## src/rtl/button_bounce_if.sv

```systemverilog
// Button interface between a mechanical-button emulator and its consumer.
//
// Signals:
//   clean_in      requested button level, synchronous to the clock
//   button_out    emulated bouncy button level
//   busy          high while a bounce/settle sequence is in progress
//   done          one-cycle pulse when a sequence completes
//   last_bounces  bounce count N (1..4) of the most recent sequence
//
// Modports:
//   master  the emulator: takes clean_in, drives everything else
//   slave   the requester/consumer: drives clean_in, observes the rest
interface button_bounce_if;
  logic       clean_in;
  logic       button_out;
  logic       busy;
  logic       done;
  logic [2:0] last_bounces;

  modport master (
    input  clean_in,
    output button_out,
    output busy,
    output done,
    output last_bounces
  );

  modport slave (
    output clean_in,
    input  button_out,
    input  busy,
    input  done,
    input  last_bounces
  );
endinterface

```

## src/rtl/button_bounce_gen.sv

```systemverilog
// Mechanical-button emulator. A clean level request on clean_in is turned
// into a contact-bounce burst followed by a settled level on button_out.
// Bounce count and glitch widths come from a 16-bit Galois LFSR so that
// debounce/toggle logic can be exercised on-chip and in simulation.
//
// Ports:
//   clk  clock, all logic on the rising edge
//   rst  synchronous active-high reset; aborts any running sequence
//   bb   button interface (master side): clean_in in; button_out, busy,
//        done, last_bounces out
//
// Parameters:
//   SEED            LFSR reset value (0 is replaced by 16'hACE1)
//   MAX_GLITCH_CYC  longest bounce segment in cycles, 1..4
//   SETTLE_CYC      cycles button_out is held after the last bounce, >= 1
//   BOUNCE_EN       0 forces a single clean edge per request
module button_bounce_gen #(
  parameter logic [15:0] SEED           = 16'hACE1,
  parameter int          MAX_GLITCH_CYC = 4,
  parameter int          SETTLE_CYC     = 8,
  parameter bit          BOUNCE_EN      = 1'b1
) (
  input  logic            clk,
  input  logic            rst,
  button_bounce_if.master bb
);

  localparam logic [15:0] SEED_EFF = (SEED == 16'h0) ? 16'hACE1 : SEED;
  localparam logic [15:0] TAPS     = 16'hB400;
  localparam int          SW       = $clog2(SETTLE_CYC + 1);

  typedef enum logic [1:0] {IDLE, GLITCH, SETTLE} state_t;

  state_t        state;
  logic [15:0]   lfsr;
  logic          level_q;
  logic          target;
  logic          button_out;
  logic          busy;
  logic          done;
  logic [2:0]    last_bounces;
  logic [2:0]    seg_cnt;
  logic [2:0]    toggles_left;
  logic [SW-1:0] settle_cnt;

  logic [15:0]   lfsr_next;
  logic [2:0]    n_draw;
  logic [2:0]    l_draw;
  logic          settle_last;
  logic          start;

  // Bounce count lookup: mostly single edges, occasionally 2..4 bounces.
  function automatic logic [2:0] bounce_count(input logic [2:0] idx);
    logic [2:0] n;
    n = 3'd1;
    if (BOUNCE_EN) begin
      case (idx)
        3'd5:    n = 3'd2;
        3'd6:    n = 3'd3;
        3'd7:    n = 3'd4;
        default: n = 3'd1;
      endcase
    end
    return n;
  endfunction

  // Segment length 1..MAX_GLITCH_CYC from two LFSR bits.
  function automatic logic [2:0] seg_len(input logic [1:0] sel);
    int m;
    m = int'(sel) % MAX_GLITCH_CYC;
    return 3'(m + 1);
  endfunction

  // All random draws use the LFSR value before this cycle's shift.
  always_comb begin
    lfsr_next   = (lfsr >> 1) ^ (lfsr[0] ? TAPS : 16'h0);
    n_draw      = bounce_count(lfsr[2:0]);
    l_draw      = seg_len(lfsr[5:4]);
    settle_last = (state == SETTLE) && (settle_cnt == SW'(1));
    // A request pending at the end of SETTLE starts straight away, in the
    // same cycle as the done pulse, so back-to-back requests lose no cycle.
    start       = ((state == IDLE) && (bb.clean_in != level_q)) ||
                  (settle_last && (bb.clean_in != target));
  end

  // Working counters and target carry no reset: they are always loaded
  // when a sequence starts, before they are used.
  always_ff @(posedge clk) begin
    if (rst) begin
      state        <= IDLE;
      level_q      <= 1'b0;
      button_out   <= 1'b0;
      busy         <= 1'b0;
      done         <= 1'b0;
      last_bounces <= 3'd0;
      lfsr         <= SEED_EFF;
    end else begin
      lfsr <= lfsr_next;
      done <= 1'b0;

      case (state)
        IDLE: begin
        end
        GLITCH: begin
          if (seg_cnt == 3'd1) begin
            button_out   <= ~button_out;
            toggles_left <= toggles_left - 3'd1;
            seg_cnt      <= l_draw;
            // Toggle count is even, so the last toggle lands on target.
            if (toggles_left == 3'd1) begin
              state      <= SETTLE;
              settle_cnt <= SW'(SETTLE_CYC);
            end
          end else begin
            seg_cnt <= seg_cnt - 3'd1;
          end
        end
        SETTLE: begin
          if (settle_last) begin
            level_q <= target;
            busy    <= 1'b0;
            done    <= 1'b1;
            state   <= IDLE;
          end else begin
            settle_cnt <= settle_cnt - SW'(1);
          end
        end
        default: state <= IDLE;
      endcase

      // New sequence: first edge goes straight to the requested level.
      if (start) begin
        target       <= bb.clean_in;
        button_out   <= bb.clean_in;
        last_bounces <= n_draw;
        busy         <= 1'b1;
        if (n_draw == 3'd1) begin
          state      <= SETTLE;
          settle_cnt <= SW'(SETTLE_CYC);
        end else begin
          state        <= GLITCH;
          toggles_left <= (n_draw - 3'd1) << 1;
          seg_cnt      <= l_draw;
        end
      end
    end
  end

  assign bb.button_out   = button_out;
  assign bb.busy         = busy;
  assign bb.done         = done;
  assign bb.last_bounces = last_bounces;

endmodule

```

## src/flat_wrapper.sv

```systemverilog
// flat-port wrapper written by rule: the top's interface ports become plain ports
module button_bounce_gen_flat 
#(
  parameter logic [15:0] SEED           = 16'hACE1,
  parameter int          MAX_GLITCH_CYC = 4,
  parameter int          SETTLE_CYC     = 8,
  parameter bit          BOUNCE_EN      = 1'b1
)
  (clk, rst, bb_clean_in, bb_button_out, bb_busy, bb_done, bb_last_bounces);
  button_bounce_if bb_i ();
  input  logic clk;
  input  logic rst;
  input wire logic [$bits(bb_i.clean_in)-1:0] bb_clean_in;
  output wire logic [$bits(bb_i.button_out)-1:0] bb_button_out;
  output wire logic [$bits(bb_i.busy)-1:0] bb_busy;
  output wire logic [$bits(bb_i.done)-1:0] bb_done;
  output wire logic [$bits(bb_i.last_bounces)-1:0] bb_last_bounces;
  assign bb_i.clean_in = bb_clean_in;
  assign bb_button_out = bb_i.button_out;
  assign bb_busy = bb_i.busy;
  assign bb_done = bb_i.done;
  assign bb_last_bounces = bb_i.last_bounces;
  button_bounce_gen #(.SEED(SEED), .MAX_GLITCH_CYC(MAX_GLITCH_CYC), .SETTLE_CYC(SETTLE_CYC), .BOUNCE_EN(BOUNCE_EN)) u_core (.clk(clk), .rst(rst), .bb(bb_i));
endmodule
```

## config.mk

```make
export PLATFORM = sky130hd
export DESIGN_NAME = button_bounce_gen_flat
export DESIGN_NICKNAME = d
export VERILOG_FILES = /design/src/rtl/button_bounce_if.sv /design/src/rtl/button_bounce_gen.sv /design/src/flat_wrapper.sv
export SDC_FILE = /design/constraint.sdc
export NUM_CORES = 1
export LEC_CHECK = 0
export ABC_CLOCK_PERIOD_IN_PS = 5500
export CAP_MARGIN = 20
export CORE_UTILIZATION = 35
export DETAILED_ROUTE_END_ITERATION = 12
export GPL_ROUTABILITY_DRIVEN = 0
export PLACE_DENSITY_LB_ADDON = 0.3
export SLEW_MARGIN = 20
export SYNTH_ARGS = -nofsm -noshare
export SYNTH_HDL_FRONTEND = slang
export SYNTH_SLANG_ARGS = --single-unit
```

## constraint.sdc

```tcl
create_clock -name clk -period 5.5 [get_ports clk]
set_input_delay 1.1 -clock clk [delete_from_list [all_inputs] [get_ports clk]]
set_output_delay 1.1 -clock clk [all_outputs]
set_load 0.03 [all_outputs]
```

**After elaboration in Yosys (flattened, before gate mapping)**

Index checks and enable logic that the tools add are counted.

- Bits of input ports: 3
- Bits in registers: 36

- Add/subtract/negate cells: 5
- Bitwise operators: 4
- Reductions and logical operators: 15
- Muxes and demuxes: 29
- Eq/ne operators: 15

Operator list:

| cell | number |
|---|---|
| two-way mux 3 bit | 8 |
| two-way mux 4 bit | 5 |
| two-way mux 16 bit | 1 |
| bitwise XOR 15 x 16 -> 16 bit | 1 |
| two-way mux 2 bit | 5 |
| equality test 3 x 1 -> 1 bit (second input constant) | 3 |
| equality test 3 bit (second input constant) | 3 |
| inequality test 3 x 1 -> 1 bit (second input constant) | 3 |
| one-hot mux 3 bit (3 select lines) | 1 |
| one-hot mux 4 bit (2 select lines) | 1 |
| AND reduction 2 bit | 4 |
| nonzero test 2 bit | 4 |
| two-way mux 1 bit | 7 |
| one-hot mux 2 bit (3 select lines) | 1 |
| subtractor 3 x 1 -> 3 bit (second input constant) | 2 |
| equality test 4 x 1 -> 1 bit (second input constant) | 1 |
| AND reduction 4 bit | 1 |
| subtractor 4 x 1 -> 4 bit (second input constant) | 1 |
| adder 2 x 1 -> 3 bit (second input constant) | 1 |
| logical AND 1 bit | 3 |
| NOT 1 bit | 3 |
| equality test 2 x 1 -> 1 bit (second input constant) | 1 |
| equality test 2 bit (second input constant) | 1 |
| logical NOT 2 bit | 1 |
| other kinds (5) | 6 |

**Logic depth before layout (Yosys ltp)**

- Word-level depth: 6
- Gate-level depth with buffers: 7
- Mapped depth without buffers: 6

**Worst setup path before layout**

Ideal clock, no wire load.

- Kind: input port to flip-flop
- Start point: in bb_clean_in
- End point: reg u_core.settle_cnt[3] (data pin)
- Arrival: 1904 ps
- Library setup time: 265 ps
- Path buffers: 0
- Stages on the path: 4
- Slack: 3331 ps
- Cell sequence: xor2_1 a22oi_2 nor2_1 or3_1

- Word-level cells in the longest chain between the ends: 4

RTL lines:

| element | RTL line | source |
|---|---|---|
| start, declared | flat_wrapper.sv:13 | `input wire logic [$bits(bb_i.clean_in)-1:0] bb_clean_in;` |
| inequality test 1 bit, on equally long branches | button_bounce_gen.sv:82, button_bounce_gen.sv:83 |  |
| logical AND 1 bit, on equally long branches | button_bounce_gen.sv:82, button_bounce_gen.sv:83 |  |
| logical OR 1 bit * | button_bounce_gen.sv:82 | `start = ((state == IDLE) && (bb.clean_in != level_q)) \|\|` |
| two-way mux 4 bit * | button_bounce_gen.sv:132 | `if (start) begin` |
| end signal, assigned | button_bounce_gen.sv:112 | `settle_cnt <= SW'(SETTLE_CYC);` |
| end signal, assigned | button_bounce_gen.sv:125 | `settle_cnt <= settle_cnt - SW'(1);` |
| end signal, assigned | button_bounce_gen.sv:139 | `settle_cnt <= SW'(SETTLE_CYC);` |
| end, declared | button_bounce_gen.sv:44 | `logic [SW-1:0] settle_cnt;` |

Every way passes the cells marked *; elsewhere a longest branch is shown, timed or not.
A chain may end at the register's enable or synchronous reset.

**Final worst setup path**

Same ends and word-level chain as after synthesis.

==> metrics.csv <==
metric,value,unit
status,"finished, final reports clean",
syn2layout_area_growth,12.64,%
route.detailed.drc,0,
fill_cells,443,
first_pass_iters,4,
drt-initial-drc-count,57,
hold_viol,0,
synth.avg_cell_area,9.784,um2
final_common_cell,dfxtp_1,
cts_hold_buffers,0,
required,5540,ps
yosysWarnings,0,
avgViaCountPerCell,4.936,
synth_top_area_share,29.74,%
synth-seq-area-share,49.37,%
seq_area,830.8,um2
hold_path_class,flip-flop to flip-flop,
post-route-min-period,2811,ps
worstSkewPairLatency,290,ps
fin_setup_tns,0,ps
async_reset_ff_share,0,%
startpoint_type,primary input,
final_cell_count_no_fill,234,
syn_area,0.001683,mm2
clock.fmax,0.3557,GHz
rsz0062_at_grt,false,
end_kind,flip-flop,
portBuffers,8,
core.rowCount,24,
tightestPinTransition,715.6,ps
cts_made_buffers,5,
grt_pass1_wl,4.981,mm
vias,1155,
leakage,0.7416,nW
ys.flop_type,dfxtp_1,
grt_pass1_vias,1107,
setup_viol,0,
slew_headroom,52.14,%
die_y,71.34,um
critPathMaxFanout,12,
ff2ff_setup_slack,3280,ps
antenna_found_initial,0,
hpwl,2.063,mm
grt.total_usage,12.86,%
skew,6.243,ps
antenna_cells,0,
syn_nets,185,
synthTopCellsByArea,"dfxtp_1, edfxtp_1, ha_1",
cts_sinks,36,
clkTransAtPathRegs,80,ps
whs,405.0,ps
die_area,0.005089,mm2
htreeDepth,2,
cts_resized,0,
multi_input_area,769.5,um2
cts_tree,yes,
syn_inst,172,
ys_ff_latch,36,
dpl.cell_count,226,
start_util,37.61,%
drive_above_1_share,6.593,%
cp_data_arrival_time,2850,ps
antenna_left,0,
wl_per_cell,12.28,um
yosysTopAreaCell,dfxtp_1,
synth_cell_type_count,40,
ios,9,
nets,194,
routed_wl,2.874,mm
p_total,0.6006,mW
finalMaxSlewViolations,0,
die_x,71.34,um
finalCritPeriodShare,51.12,%
synth-edff-count,11,
grt_start_max_net_pins,25,
core,0.004474,mm2
p_per_area,316.9,mW/mm2
max_cap_viol_count,0,
clockBufferDepth,2,
path_class,primary input to flip-flop,
layout_common_cells,"dfxtp_1, nor2_1, inv_1, nand2_1, edfxtp_1",
vdd_drop_max,0.1903,mV
clockRootBuffer,clkbuf_8,
cts_setup_buffers,0,
grt_remaining_overflow,0,
==> final timing paths <==
| check | from | to | cells past startpoint |
|---|---|---|---|
| hold / removal | u_core.lfsr[8] | u_core.lfsr[7] | 1 |
| setup reg to reg | u_core.settle_cnt[0] | u_core.settle_cnt[3] | 5 |
| setup / recovery | bb_clean_in | u_core.settle_cnt[3] | 5 |
| hold reg to reg | u_core.lfsr[8] | u_core.lfsr[7] | 1 |
==> power by group <==
part,total [mW],switching [mW],internal [mW]
clock network,0.213,0.0967,0.116
logic,0.0801,0.0459,0.0342
registers,0.308,0.0129,0.295
==> critical path: stages <==
cell             delay (ps)
clkdlybuf4s50_1         490
xor2_1                  200
a22oi_2                 500
nor2_1                  170
or3_1                   380
==> state kept, by name, indices dropped and copies added (netlist names), 2 cells and up <==
| register | flops |
|---|---|
| u_core.bb.last_bounces | 3 |
| u_core.lfsr | 16 |
| u_core.seg_cnt | 3 |
| u_core.settle_cnt | 4 |
| u_core.state | 2 |
| u_core.toggles_left | 3 |
==> per-layer routing <==
| layer | global-route usage (%) | vias to the layer above | wire [um] |
|---|---|---|---|
| met1 | 16.83 | 534 | 1441 |
| met4 | 3.333 | 0 | 7 |
| li1 | - | 606 | - |
| met2 | 19.68 | 13 | 1340 |
| met5 | 0 | - | 0 |
| met3 | 5.345 | 2 | 85 |
==> per-stage QoR <==
step / cell area [um2] / setup WS, ps / utilization [%]
global placement: 1790 / 2436 / 40.02
finish: 1896 / 2689 / 42.37
global route: 1896 / 2549 / 42.37
CTS: 1896 / 2685 / 42.37
floorplan: 1683 / 3331 / -
detailed placement: 1790 / 2359 / 40.02
==> area by class of cell <==
class	instances	share of cell area (%)
flip-flops and latches	36	43.83
multi-input cells	118	40.59
clock buffers	6	4.950
repair buffers	8	4.224
well taps	52	3.432
inverters	12	2.376
clock inverters	2	0.5941
==> cells in the mapped netlist (all sizes together), types with 3 or more instances <==
| cell | number |
|---|---|
| o21ai | 7 |
| xor2 | 5 |
| xnor2 | 4 |
| or2 | 6 |
| clkbuf | 4 |
| nand3 | 9 |
| dfxtp | 25 |
| nor2b | 7 |
| inv | 12 |
| nand2 | 11 |
| a21oi | 8 |
| ha | 10 |
| edfxtp | 11 |
| nor3 | 3 |
| nor2 | 21 |
| a21o | 3 |
==> kinds of logic (layout without fill, tap and decap cells) <==
group                    count (synthesis)  in the layout  synth area share, %
adder cells (fa/ha/maj)                 10             10                7.435
flip-flops                              36             36                49.37
AND/OR/NAND/NOR                         67             67                20.52
XOR/XNOR                                 9              9                4.684
buffers and inverters                   18             28                4.907
AO/OA/AOI/OAI                           30             30                11.90
multiplexers                             2              2                1.190
Power figures use the tool's default switching activity.
